--- config.mk ---
export PLATFORM = sky130hd
export DESIGN_NAME = mem_dump_tx
export DESIGN_NICKNAME = d
export VERILOG_FILES = /design/src/rtl/mem_dump_tx.sv
export SDC_FILE = /design/constraint.sdc
export NUM_CORES = 1
export LEC_CHECK = 0
export CAP_MARGIN = 20
export CORE_MARGIN = 10
export CORE_UTILIZATION = 45
export DETAILED_ROUTE_END_ITERATION = 10
export HOLD_SLACK_MARGIN = 0.15
export PLACE_DENSITY = 0.69
export SYNTH_ARGS = -nofsm -noshare
export SYNTH_HDL_FRONTEND = slang
export SYNTH_SLANG_ARGS = --single-unit
--- constraint.sdc ---
create_clock -name clk -period 6 [get_ports clk]
set_clock_uncertainty 0.15 [all_clocks]
set_input_delay 1.2 -clock clk [delete_from_list [all_inputs] [get_ports clk]]
set_output_delay 1.2 -clock clk [all_outputs]
set_load 0.05 [all_outputs]
--- src/rtl/mem_dump_tx.sv ---
// Serial dump of memory taps mem20..mem30 as back-to-back UART 8N1 frames.
// Optional MEM_DUMP_CHECKSUM_EN appends an 8-bit running-sum byte after the last word.
module mem_dump_tx #(
    parameter int CLK_DIV = 16,
    parameter int NWORDS  = 11
) (
    input  logic       clk,
    input  logic       rst,
    input  logic       start,
    input  logic [7:0] mem20,
    input  logic [7:0] mem21,
    input  logic [7:0] mem22,
    input  logic [7:0] mem23,
    input  logic [7:0] mem24,
    input  logic [7:0] mem25,
    input  logic [7:0] mem26,
    input  logic [7:0] mem27,
    input  logic [7:0] mem28,
    input  logic [7:0] mem29,
    input  logic [7:0] mem30,
    output logic       txd,
    output logic       busy,
    output logic       done
);

    localparam int            CW     = $clog2(CLK_DIV);
    localparam logic [CW-1:0] DIV_M1 = CW'(CLK_DIV - 1);
`ifdef MEM_DUMP_CHECKSUM_EN
    localparam logic [3:0]    LAST_WORD = 4'(NWORDS);
`else
    localparam logic [3:0]    LAST_WORD = 4'(NWORDS - 1);
`endif

    typedef enum logic [2:0] {
        S_IDLE  = 3'd0,
        S_START = 3'd1,
        S_DATA  = 3'd2,
        S_STOP  = 3'd3,
        S_FIN   = 3'd4
    } state_t;

    state_t        state_q;
    logic [CW-1:0] cnt_q;
    logic [2:0]    bit_q;
    logic [3:0]    word_q;
    logic [7:0]    shift_q;
    logic [7:0]    shadow_q [NWORDS];
    logic          txd_q;
    logic          busy_q;
    logic          done_q;
`ifdef MEM_DUMP_CHECKSUM_EN
    logic [7:0]    sum_q;
`endif

    logic [7:0]    mem_s [NWORDS];
    logic [3:0]    next_word_s;
    logic [7:0]    next_byte_s;

    assign mem_s[0]  = mem20;
    assign mem_s[1]  = mem21;
    assign mem_s[2]  = mem22;
    assign mem_s[3]  = mem23;
    assign mem_s[4]  = mem24;
    assign mem_s[5]  = mem25;
    assign mem_s[6]  = mem26;
    assign mem_s[7]  = mem27;
    assign mem_s[8]  = mem28;
    assign mem_s[9]  = mem29;
    assign mem_s[10] = mem30;

    // Byte that follows the current stop bit: next shadow word, or the checksum once words run out
    always_comb begin
        next_word_s = word_q + 4'd1;
        next_byte_s = 8'h00;
        if (next_word_s < 4'(NWORDS)) begin
            next_byte_s = shadow_q[next_word_s];
        end else begin
`ifdef MEM_DUMP_CHECKSUM_EN
            next_byte_s = sum_q;
`else
            next_byte_s = 8'h00;
`endif
        end
    end

    // Transmit FSM: capture, bit timing, framing and registered line/status outputs
    always_ff @(posedge clk or posedge rst) begin
        if (rst) begin
            state_q <= S_IDLE;
            cnt_q   <= {CW{1'b0}};
            bit_q   <= 3'd0;
            word_q  <= 4'd0;
            shift_q <= 8'h00;
            txd_q   <= 1'b1;
            busy_q  <= 1'b0;
            done_q  <= 1'b0;
            for (int i = 0; i < NWORDS; i++) begin
                shadow_q[i] <= 8'h00;
            end
`ifdef MEM_DUMP_CHECKSUM_EN
            sum_q   <= 8'h00;
`endif
        end else begin
            done_q <= 1'b0;
            case (state_q)
                S_IDLE: begin
                    if (start) begin
                        shadow_q <= mem_s;
                        shift_q  <= mem20;
                        word_q   <= 4'd0;
                        cnt_q    <= DIV_M1;
                        txd_q    <= 1'b0;
                        busy_q   <= 1'b1;
                        state_q  <= S_START;
`ifdef MEM_DUMP_CHECKSUM_EN
                        sum_q    <= mem20;
`endif
                    end
                end
                S_START: begin
                    if (cnt_q == {CW{1'b0}}) begin
                        cnt_q   <= DIV_M1;
                        bit_q   <= 3'd0;
                        txd_q   <= shift_q[0];
                        shift_q <= {1'b0, shift_q[7:1]};
                        state_q <= S_DATA;
                    end else begin
                        cnt_q <= cnt_q - {{(CW-1){1'b0}}, 1'b1};
                    end
                end
                S_DATA: begin
                    if (cnt_q == {CW{1'b0}}) begin
                        cnt_q <= DIV_M1;
                        if (bit_q == 3'd7) begin
                            txd_q   <= 1'b1;
                            state_q <= S_STOP;
                        end else begin
                            bit_q   <= bit_q + 3'd1;
                            txd_q   <= shift_q[0];
                            shift_q <= {1'b0, shift_q[7:1]};
                        end
                    end else begin
                        cnt_q <= cnt_q - {{(CW-1){1'b0}}, 1'b1};
                    end
                end
                S_STOP: begin
                    if (cnt_q == {CW{1'b0}}) begin
                        if (word_q == LAST_WORD) begin
                            txd_q   <= 1'b1;
                            busy_q  <= 1'b0;
                            done_q  <= 1'b1;
                            state_q <= S_FIN;
                        end else begin
                            cnt_q   <= DIV_M1;
                            word_q  <= next_word_s;
                            shift_q <= next_byte_s;
                            txd_q   <= 1'b0;
                            state_q <= S_START;
`ifdef MEM_DUMP_CHECKSUM_EN
                            if (next_word_s < 4'(NWORDS)) begin
                                sum_q <= sum_q + next_byte_s;
                            end else begin
                                sum_q <= sum_q;
                            end
`endif
                        end
                    end else begin
                        cnt_q <= cnt_q - {{(CW-1){1'b0}}, 1'b1};
                    end
                end
                S_FIN: begin
                    state_q <= S_IDLE;
                end
                default: begin
                    state_q <= S_IDLE;
                    txd_q   <= 1'b1;
                    busy_q  <= 1'b0;
                end
            endcase
        end
    end

    assign txd  = txd_q;
    assign busy = busy_q;
    assign done = done_q;

endmodule

==> flow_summary.yaml, run 1 <==
synthesis:
  synth_cell_types: 48
  yosysTopAreaCellShare: 0.506
  syn-mean-instance-area_um2: 12.6
  syn-num-nets: 537
  synthAdderAreaFrac: 0.0113
  synthXorXnorAreaFrac: 0.00158
  ys_seq_area_frac: 0.510
  synth_area_leaders: "dfrtp_1 51%, mux2_2 17%, mux4_2 6.5%"
  yosys_most_used_dff: "dfrtp_1"
  synthMuxAreaShare: 0.260
  yosys-top-cells-count: "112 x dfrtp_1, 83 x mux2_2, 30 x nand2_1"
  synthArstFlopShare: 1.00
  netlist_instances: 441
  synth_top_family_by_area: "multiplexers"
  synth_area_mm2: 0.00554
  synth_simple_gate_area_frac: 0.0625
  synth-seq-cells: 113
  synth_most_common_cell: "dfrtp_1"
  synth-compound-area-share: 0.119
  ys_warn_count: 0
  synth-edff-count: 0
  yosys.area.top_type: "dfrtp_1"
floorplan:
  rows: 40
  core_mm2: 0.0121
  dieArea_mm2: 0.0172
  start_util: 0.460
  die_w_um: 131
  ioPinCount: 94
  die-height_um: 131
finish:
  num-fill-cells: 980
  design_area_mm2: 0.00717
  antennaDiodeCount: 0
  areaGrowthSynthToFinish_pct: 29.4
  final_core_util: 0.595
  drive_gt1_frac: 0.261
  fin_nets: 628
outcome:
  outcome: "complete, no violations"
clocking:
  clkTransAtPathRegs_ns: 0.05
  cts-resized-gates: 0
  clock_latency_ns: 0.41
  cts.path.max_buffers: 2
  cts_setup_buffers: 0
  postCtsHoldBufs: 0
  clkSinkCount: 113
  cts_tree: "done"
  cts-buffers-inserted: 17
  root_buffer: "clkbuf_16"
  htreeDepth: 4
detailed_routing:
  drt-total-wl_um: 13100
  drt_iter0_drc: 291
  antenna_left: 0
  wl_per_cell_um: 18.4
  drc: 0
  via_per_inst: 5.39
  vias: 3844
  drtPass1Iterations: 4
sta:
  tightest_slew_ns: 0.932
  finalSetupViolCount: 0
  fin_crit_sh: 0.543
  grt_setup_unrepaired: "false"
  min_period_ns: 3.26
  drv_slew: 0
  hold_viol: 0
  holdWs_ns: 0.332
  fmax_ghz: 0.307
  relSlewSlack: 0.379
  tns_ns: 0
power_and_ir_drop:
  ir_drop_mv: 0.250
  p_leak_nw: 2.96
  powerDensity_mw_per_mm2: 472
worst_hold_path:
  worstHoldPathCells: 1
  hold_start: "shadow_q[42]"
  hold_class: "reg2reg"
  hold_end: "shadow_q[42]"
global_route:
  grt_max_degree: 90
  overflow: 0
  grt_util_all_layers: 0.159
  grt_pass1_wl_um: 21000
  antenna_found_initial: 0
  grt_pass1_vias: 4213
place:
  placed_cell_area_mm2: 0.00658
  numPortBuffers: 93
  detailed_place_hpwl_um: 9320
  gp_congestion: 0.813
worst_setup_path:
  reg2reg_depth: 8
  critPathTopFamily: "adder cells"
  worstPathMaxFanout: 24
  cpPeakStageDelay_ns: 0.92
  r2r_end: "shift_q[2]"
  cpMaxStageDelayCell: "ha_1"
  r2r_start: "word_q[0]"
  crit_buf_inv: 2
  ff2ff_setup_slack_ns: 2.74
  worstSetupEndpointType: "flop"
  cp-start-kind: "flop"
  path_cells: "buf_4, inv_1, ha_1, nor2b_1, nand2_1, o21ai_0, a22oi_1, a21oi_1"
  worstPathArrival_ns: 3.44
  path_class: "reg2reg"
  crit_required_ns: 6.18
run:
  cap_violations: 0
==> worst max path at each step <==
stage / from / endpoint / slack, ns / cells past startpoint
final: word_q[0] / shift_q[2] / 2.74 / 8
after detailed placement: start / shadow_q[39] / 2.51 / 3
after global routing: word_q[0] / shift_q[1] / 2.44 / 8
after global placement: start / shadow_q[20] / 2.55 / 3
after CTS: word_q[0] / shift_q[2] / 2.68 / 8
after floorplan: rst / bit_q[0] / 1.66 / 1
==> worst reg2reg max path: stages (launching register included) <==
cell,delay [ns]
dfrtp_1,0.32
buf_4,0.37
inv_1,0.28
ha_1,0.92
nor2b_1,0.57
nand2_1,0.11
o21ai_0,0.16
a22oi_1,0.13
a21oi_1,0.17
==> logic make-up (layout without fill, tap and decap cells) <==
logic type	after synthesis	in the layout
AO/OA/AOI/OAI	97	97
XOR/XNOR	1	1
adder cells (fa/ha/maj)	5	5
buffers and inverters	41	145
flip-flops	113	113
multiplexers	113	113
AND/OR/NAND/NOR	71	71
==> layout make-up <==
class / count / area (um^2) / share of cell area
clock buffer: 25 / 515 / 0.0719
clock inverter: 7 / 50.0 / 0.00698
inverter: 15 / 58.8 / 0.00820
multi-input combinational: 287 / 2520 / 0.352
sequential: 113 / 2830 / 0.394
tap: 168 / 210 / 0.0293
timing repair buffer: 98 / 986 / 0.137
==> per-layer routing <==
layer  vias up  routed length (um)  GRT usage
met5         -                   0          0
met4         0                 119     0.0530
met3        10                 592     0.0516
met2        78                7000      0.272
met1      1944                5380      0.185
li1       1812                   -          -
==> metrics by stage <==
step           worst slack, ns  cells  total power, W
2_1_floorplan             1.66    441         0.00217
3_3_place_gp              2.55    679         0.00240
3_5_place_dp              2.51    679         0.00246
4_1_cts                   2.68    711         0.00340
5_1_grt                   2.44    713         0.00361
6_report                  2.74    713         0.00338
==> placed cells by master (no fill, tap or decap), drive strengths merged, types with 6 or more instances in the layout <==
cell	count
dfrtp	112
clkdlybuf4s50	93
mux2	89
nand2	30
clkbuf	26
o21ai	21
o31ai	19
a21oi	16
mux4	16
inv	14
nor2	13
mux2i	8
a22oi	8
a211oi	8
a22o	7
and2	6
==> flip-flops by register name (all words and copies together) (netlist names) <==
signal / cells
busy: 1
state_q: 3
txd: 1
bit_q: 3
cnt_q: 4
word_q: 4
shift_q: 8
done: 1
shadow_q: 88
==> power by group <==
part	switching (W)	total, W	internal, W
registers	0.000205	0.00133	0.00113
logic	0.000487	0.00112	0.000632
clock network	0.000337	0.000929	0.000592
total	0.00103	0.00338	0.00235
Note: power is estimated with default switching activity, not from simulation.
==> run 2: changes to the inputs <==
PLACE_DENSITY = 0.72   (was 0.69)
clock period = 2.71 ns   (was 6 ns; I/O delays follow)
==> flow_summary.yaml, run 2 (synthesized netlist as in run 1, its figures left out) <==
global_route:
  grt_pass1_vias: 4319
  grt_pass1_wl_um: 21200
  grt_util_all_layers: 0.159
  grt_max_degree: 114
  overflow: 0
  antenna_found_initial: 0
detailed_routing:
  drc: 0
  drtPass1Iterations: 4
  vias: 3877
  antenna_left: 0
  drt-total-wl_um: 13000
  via_per_inst: 5.37
  drt_iter0_drc: 246
  wl_per_cell_um: 18.0
floorplan:
  start_util: 0.460
  die-height_um: 131
  core_mm2: 0.0121
  dieArea_mm2: 0.0172
  die_w_um: 131
  rows: 40
  ioPinCount: 94
worst_setup_path:
  r2r_end: "shift_q[1]"
  cp-startpoint: "word_q[0]"
  cpMaxStageDelayCell: "ha_1"
  ff2ff_setup_slack_ns: 0.23
  critPathTopFamily: "simple AND/OR/NAND/NOR gates"
  worstPathArrival_ns: 2.65
  worstPathMaxFanout: 9
  reg2reg_depth: 7
  crit_required_ns: 2.89
  cpPeakStageDelay_ns: 0.59
  cp-start-kind: "flop"
  worst-path-stages: 7
  path_class: "reg2reg"
  worstSetupEndpointType: "flop"
  path_cells: "inv_1, ha_1, nor2b_1, nand2_1, o21ai_0, a22oi_1, a21oi_1"
  crit_buf_inv: 1
  r2r_start: "word_q[0]"
power_and_ir_drop:
  power.total_w: 0.00778
  ir_drop_mv: 0.642
  powerDensity_mw_per_mm2: 1060
  p_leak_nw: 3.03
sta:
  hold_viol: 0
  drv_slew: 0
  fmax_ghz: 0.404
  relSlewSlack: 0.484
  fin_crit_sh: 0.913
  min_period_ns: 2.48
  tightest_slew_ns: 0.769
  tns_ns: 0
  finalSetupViolCount: 0
  grt_setup_unrepaired: "false"
clocking:
  clkTransAtPathRegs_ns: 0.05
  cts_setup_buffers: 0
  root_buffer: "clkbuf_16"
  cts_tree: "done"
  cts.path.max_buffers: 2
  clock_latency_ns: 0.41
  clkSinkCount: 113
  htreeDepth: 4
  cts-buffers-inserted: 17
  postCtsHoldBufs: 0
  cts-resized-gates: 0
worst_hold_path:
  worstHoldPathCells: 1
  hold_start: "shadow_q[51]"
  hold_end: "shadow_q[51]"
  hold_class: "reg2reg"
finish:
  final_common_cell: "dfrtp_1"
  areaGrowthSynthToFinish_pct: 31.8
  largest_reg_flops: 88
  antennaDiodeCount: 0
  num-fill-cells: 963
  drive_gt1_frac: 0.271
  top_register: "shadow_q"
  fin_nets: 637
  reg.largest.list: "shadow_q: 88 flops, shift_q: 8 flops"
  layout_common_cells: "112 x dfrtp_1, 93 x clkdlybuf4s50_1, 83 x mux2_2"
outcome:
  outcome: "complete, no violations"
run:
  cap_violations: 0
place:
  detailed_place_hpwl_um: 9540
  gp_congestion: 0.877
  numPortBuffers: 93
## run 2: cell type report
type	count	area (um^2)	area share
multi-input combinational	287	2520	0.345
tap	168	210	0.0288
clock inverter	11	161	0.0221
sequential	113	2830	0.387
timing repair buffer	107	1070	0.147
inverter	15	60.1	0.00822
clock buffer	21	450	0.0616
## run 2: metrics by stage
stage               cell area [um^2]  worst slack (ns)   util  instances  hold slack [ns]
global placement                6700             0.247  0.555        690            0.316
global route                    7310            0.0489  0.606        722            0.356
floorplan                       5550            0.0560      -        441            0.302
CTS                             7310             0.241  0.606        722            0.340
finish                          7310             0.235  0.606        722            0.332
detailed placement              6700             0.211  0.555        690            0.319
## run 2: report_power, final
| part | internal [W] | total (W) | leakage (nW) | switching [W] |
|---|---|---|---|---|
| combinational | 0.00144 | 0.00253 | 1.39 | 0.00109 |
| clock | 0.00155 | 0.00229 | 0.301 | 0.000740 |
| sequential | 0.00250 | 0.00296 | 1.34 | 0.000459 |
| total | 0.00549 | 0.00778 | 3.03 | 0.00229 |
## run 2: worst max path at each step
stage	endpoint
2_1_floorplan	shift_q[0]
3_3_place_gp	shift_q[6]
3_5_place_dp	shift_q[6]
4_1_cts	txd
5_1_grt	shift_q[1]
6_report	shift_q[1]
## run 2: per-layer routing
layer  track usage  up-vias  wire length (um)
met5             0        -                 0
met4        0.0621        0               249
met2         0.267       82              6720
li1              -     1832                 -
met1         0.189     1950              5520
met3        0.0451       13               491
==> run 3: changes to the inputs <==
PLACE_DENSITY = 0.69   (was 0.72)
clock period = 2.5 ns   (was 2.71 ns; I/O delays follow)
==> flow_summary.yaml, run 3 (synthesized netlist as in run 1, its figures left out) <==
sta:
  relSlewSlack: 0.494
  tns_ns: 0
  setup_slack_ns: 0.158
  min_period_ns: 2.34
  finalSetupViolCount: 0
  holdWs_ns: 0.329
  fin_crit_sh: 0.937
  tightest_slew_ns: 0.759
  hold_viol: 0
  grt_setup_unrepaired: "false"
  drv_slew: 0
  fmax_ghz: 0.427
detailed_routing:
  antenna_left: 0
  drtPass1Iterations: 4
  drt-total-wl_um: 13000
  via_per_inst: 5.41
  drc: 0
  wl_per_cell_um: 17.8
  vias: 3952
  drt_iter0_drc: 227
global_route:
  overflow: 0
  grt_util_met2: 0.266
  antenna_found_initial: 0
  grt_pass1_vias: 4181
  use_met3: 0.0435
  use_met1: 0.196
  grt.busiest_layer: "met2"
  grt_max_degree: 69
  grt_pass1_wl_um: 21300
  grt_util_all_layers: 0.162
worst_hold_path:
  hold_class: "reg2reg"
  worstHoldPathCells: 1
finish:
  reg.largest.list: "shadow_q: 88 flops, shift_q: 8 flops"
  final_common_cell: "dfrtp_1"
  ff_latch_area_mm2: 0.00283
  num-fill-cells: 965
  drive_gt1_frac: 0.294
  antennaDiodeCount: 0
  largest_reg_flops: 88
  areaGrowthSynthToFinish_pct: 32.6
  design_area_mm2: 0.00735
  layout_common_cells: "112 x dfrtp_1, 92 x clkdlybuf4s50_1, 83 x mux2_2"
  top_register: "shadow_q"
  fin_nets: 646
  multi_input_area_mm2: 0.00253
power_and_ir_drop:
  ir_drop_mv: 0.533
  p_leak_nw: 3.05
  powerDensity_mw_per_mm2: 1120
  power.total_w: 0.00826
clocking:
  clock_latency_ns: 0.41
  root_buffer: "clkbuf_16"
  clkSinkCount: 113
  cts-resized-gates: 0
  cts_tree: "done"
  postCtsHoldBufs: 0
  cts.path.max_buffers: 2
  cts_setup_buffers: 0
  cts-buffers-inserted: 17
  clkTransAtPathRegs_ns: 0.05
  htreeDepth: 4
worst_setup_path:
  crit_required_ns: 2.63
  crit_buf_inv: 1
  worst-path-stages: 7
  path_cells: "inv_1, ha_2, or3b_1, and2_4, or3_4, o31ai_1, a21oi_1"
  worstPathMaxFanout: 17
  path_class: "reg2reg"
  cp-start-kind: "flop"
  worstSetupEndpointType: "flop"
  cpMaxStageDelayCell: "or3_4"
  worstPathArrival_ns: 2.48
  critPathTopFamily: "simple AND/OR/NAND/NOR gates"
  cpPeakStageDelay_ns: 0.44
  reg2reg_depth: 7
place:
  placed_cell_area_mm2: 0.00678
  numPortBuffers: 93
  preCtsSetupSlack_ns: 0.167
  gp_congestion: 0.877
  detailed_place_hpwl_um: 9830
floorplan:
  die_w_um: 131
  dieArea_mm2: 0.0172
  ioPinCount: 94
  rows: 40
  start_util: 0.460
  die-height_um: 131
  core_mm2: 0.0121
run:
  cap_violations: 0
outcome:
  outcome: "complete, no violations"
-- run 3: worst paths after layout --
kind / start / to / slack, ns
min in group asynchronous: rst / shadow_q[48] / 0.39
min: shadow_q[41] / shadow_q[41] / 0.33
min reg2reg: shadow_q[41] / shadow_q[41] / 0.33
max in group asynchronous: rst / txd / 1.44
max: cnt_q[1] / shift_q[5] / 0.16
max reg2reg: cnt_q[1] / shift_q[5] / 0.16
-- run 3: final cells by class --
| class | instances | area share |
|---|---|---|
| multi-input cells | 287 | 0.345 |
| repair buffers | 116 | 0.157 |
| clock buffers | 21 | 0.0654 |
| well taps | 168 | 0.0286 |
| clock inverters | 10 | 0.0116 |
| inverters | 15 | 0.00817 |
| flip-flops and latches | 113 | 0.385 |
-- run 3: where the power goes --
part | leakage (nW) | total [W] | switching, W | internal (W)
Combinational | 1.44 | 0.00281 | 0.00120 | 0.00161
Clock | 0.273 | 0.00225 | 0.000799 | 0.00145
Sequential | 1.34 | 0.00320 | 0.000488 | 0.00271
Total | 3.05 | 0.00826 | 0.00249 | 0.00577
-- run 3: routing by layer --
| metal | vias to the layer above | wire length, um |
|---|---|---|
| met3 | 23 | 507 |
| met1 | 1996 | 5530 |
| li1 | 1853 | - |
| met4 | 0 | 266 |
| met2 | 80 | 6700 |
| met5 | - | 0 |
-- run 3: stage by stage --
step | utilization | std cells
after global placement | 0.562 | 699
after global routing | 0.609 | 730
after detailed placement | 0.562 | 699
after floorplan | - | 441
after CTS | 0.609 | 730
final | 0.609 | 730
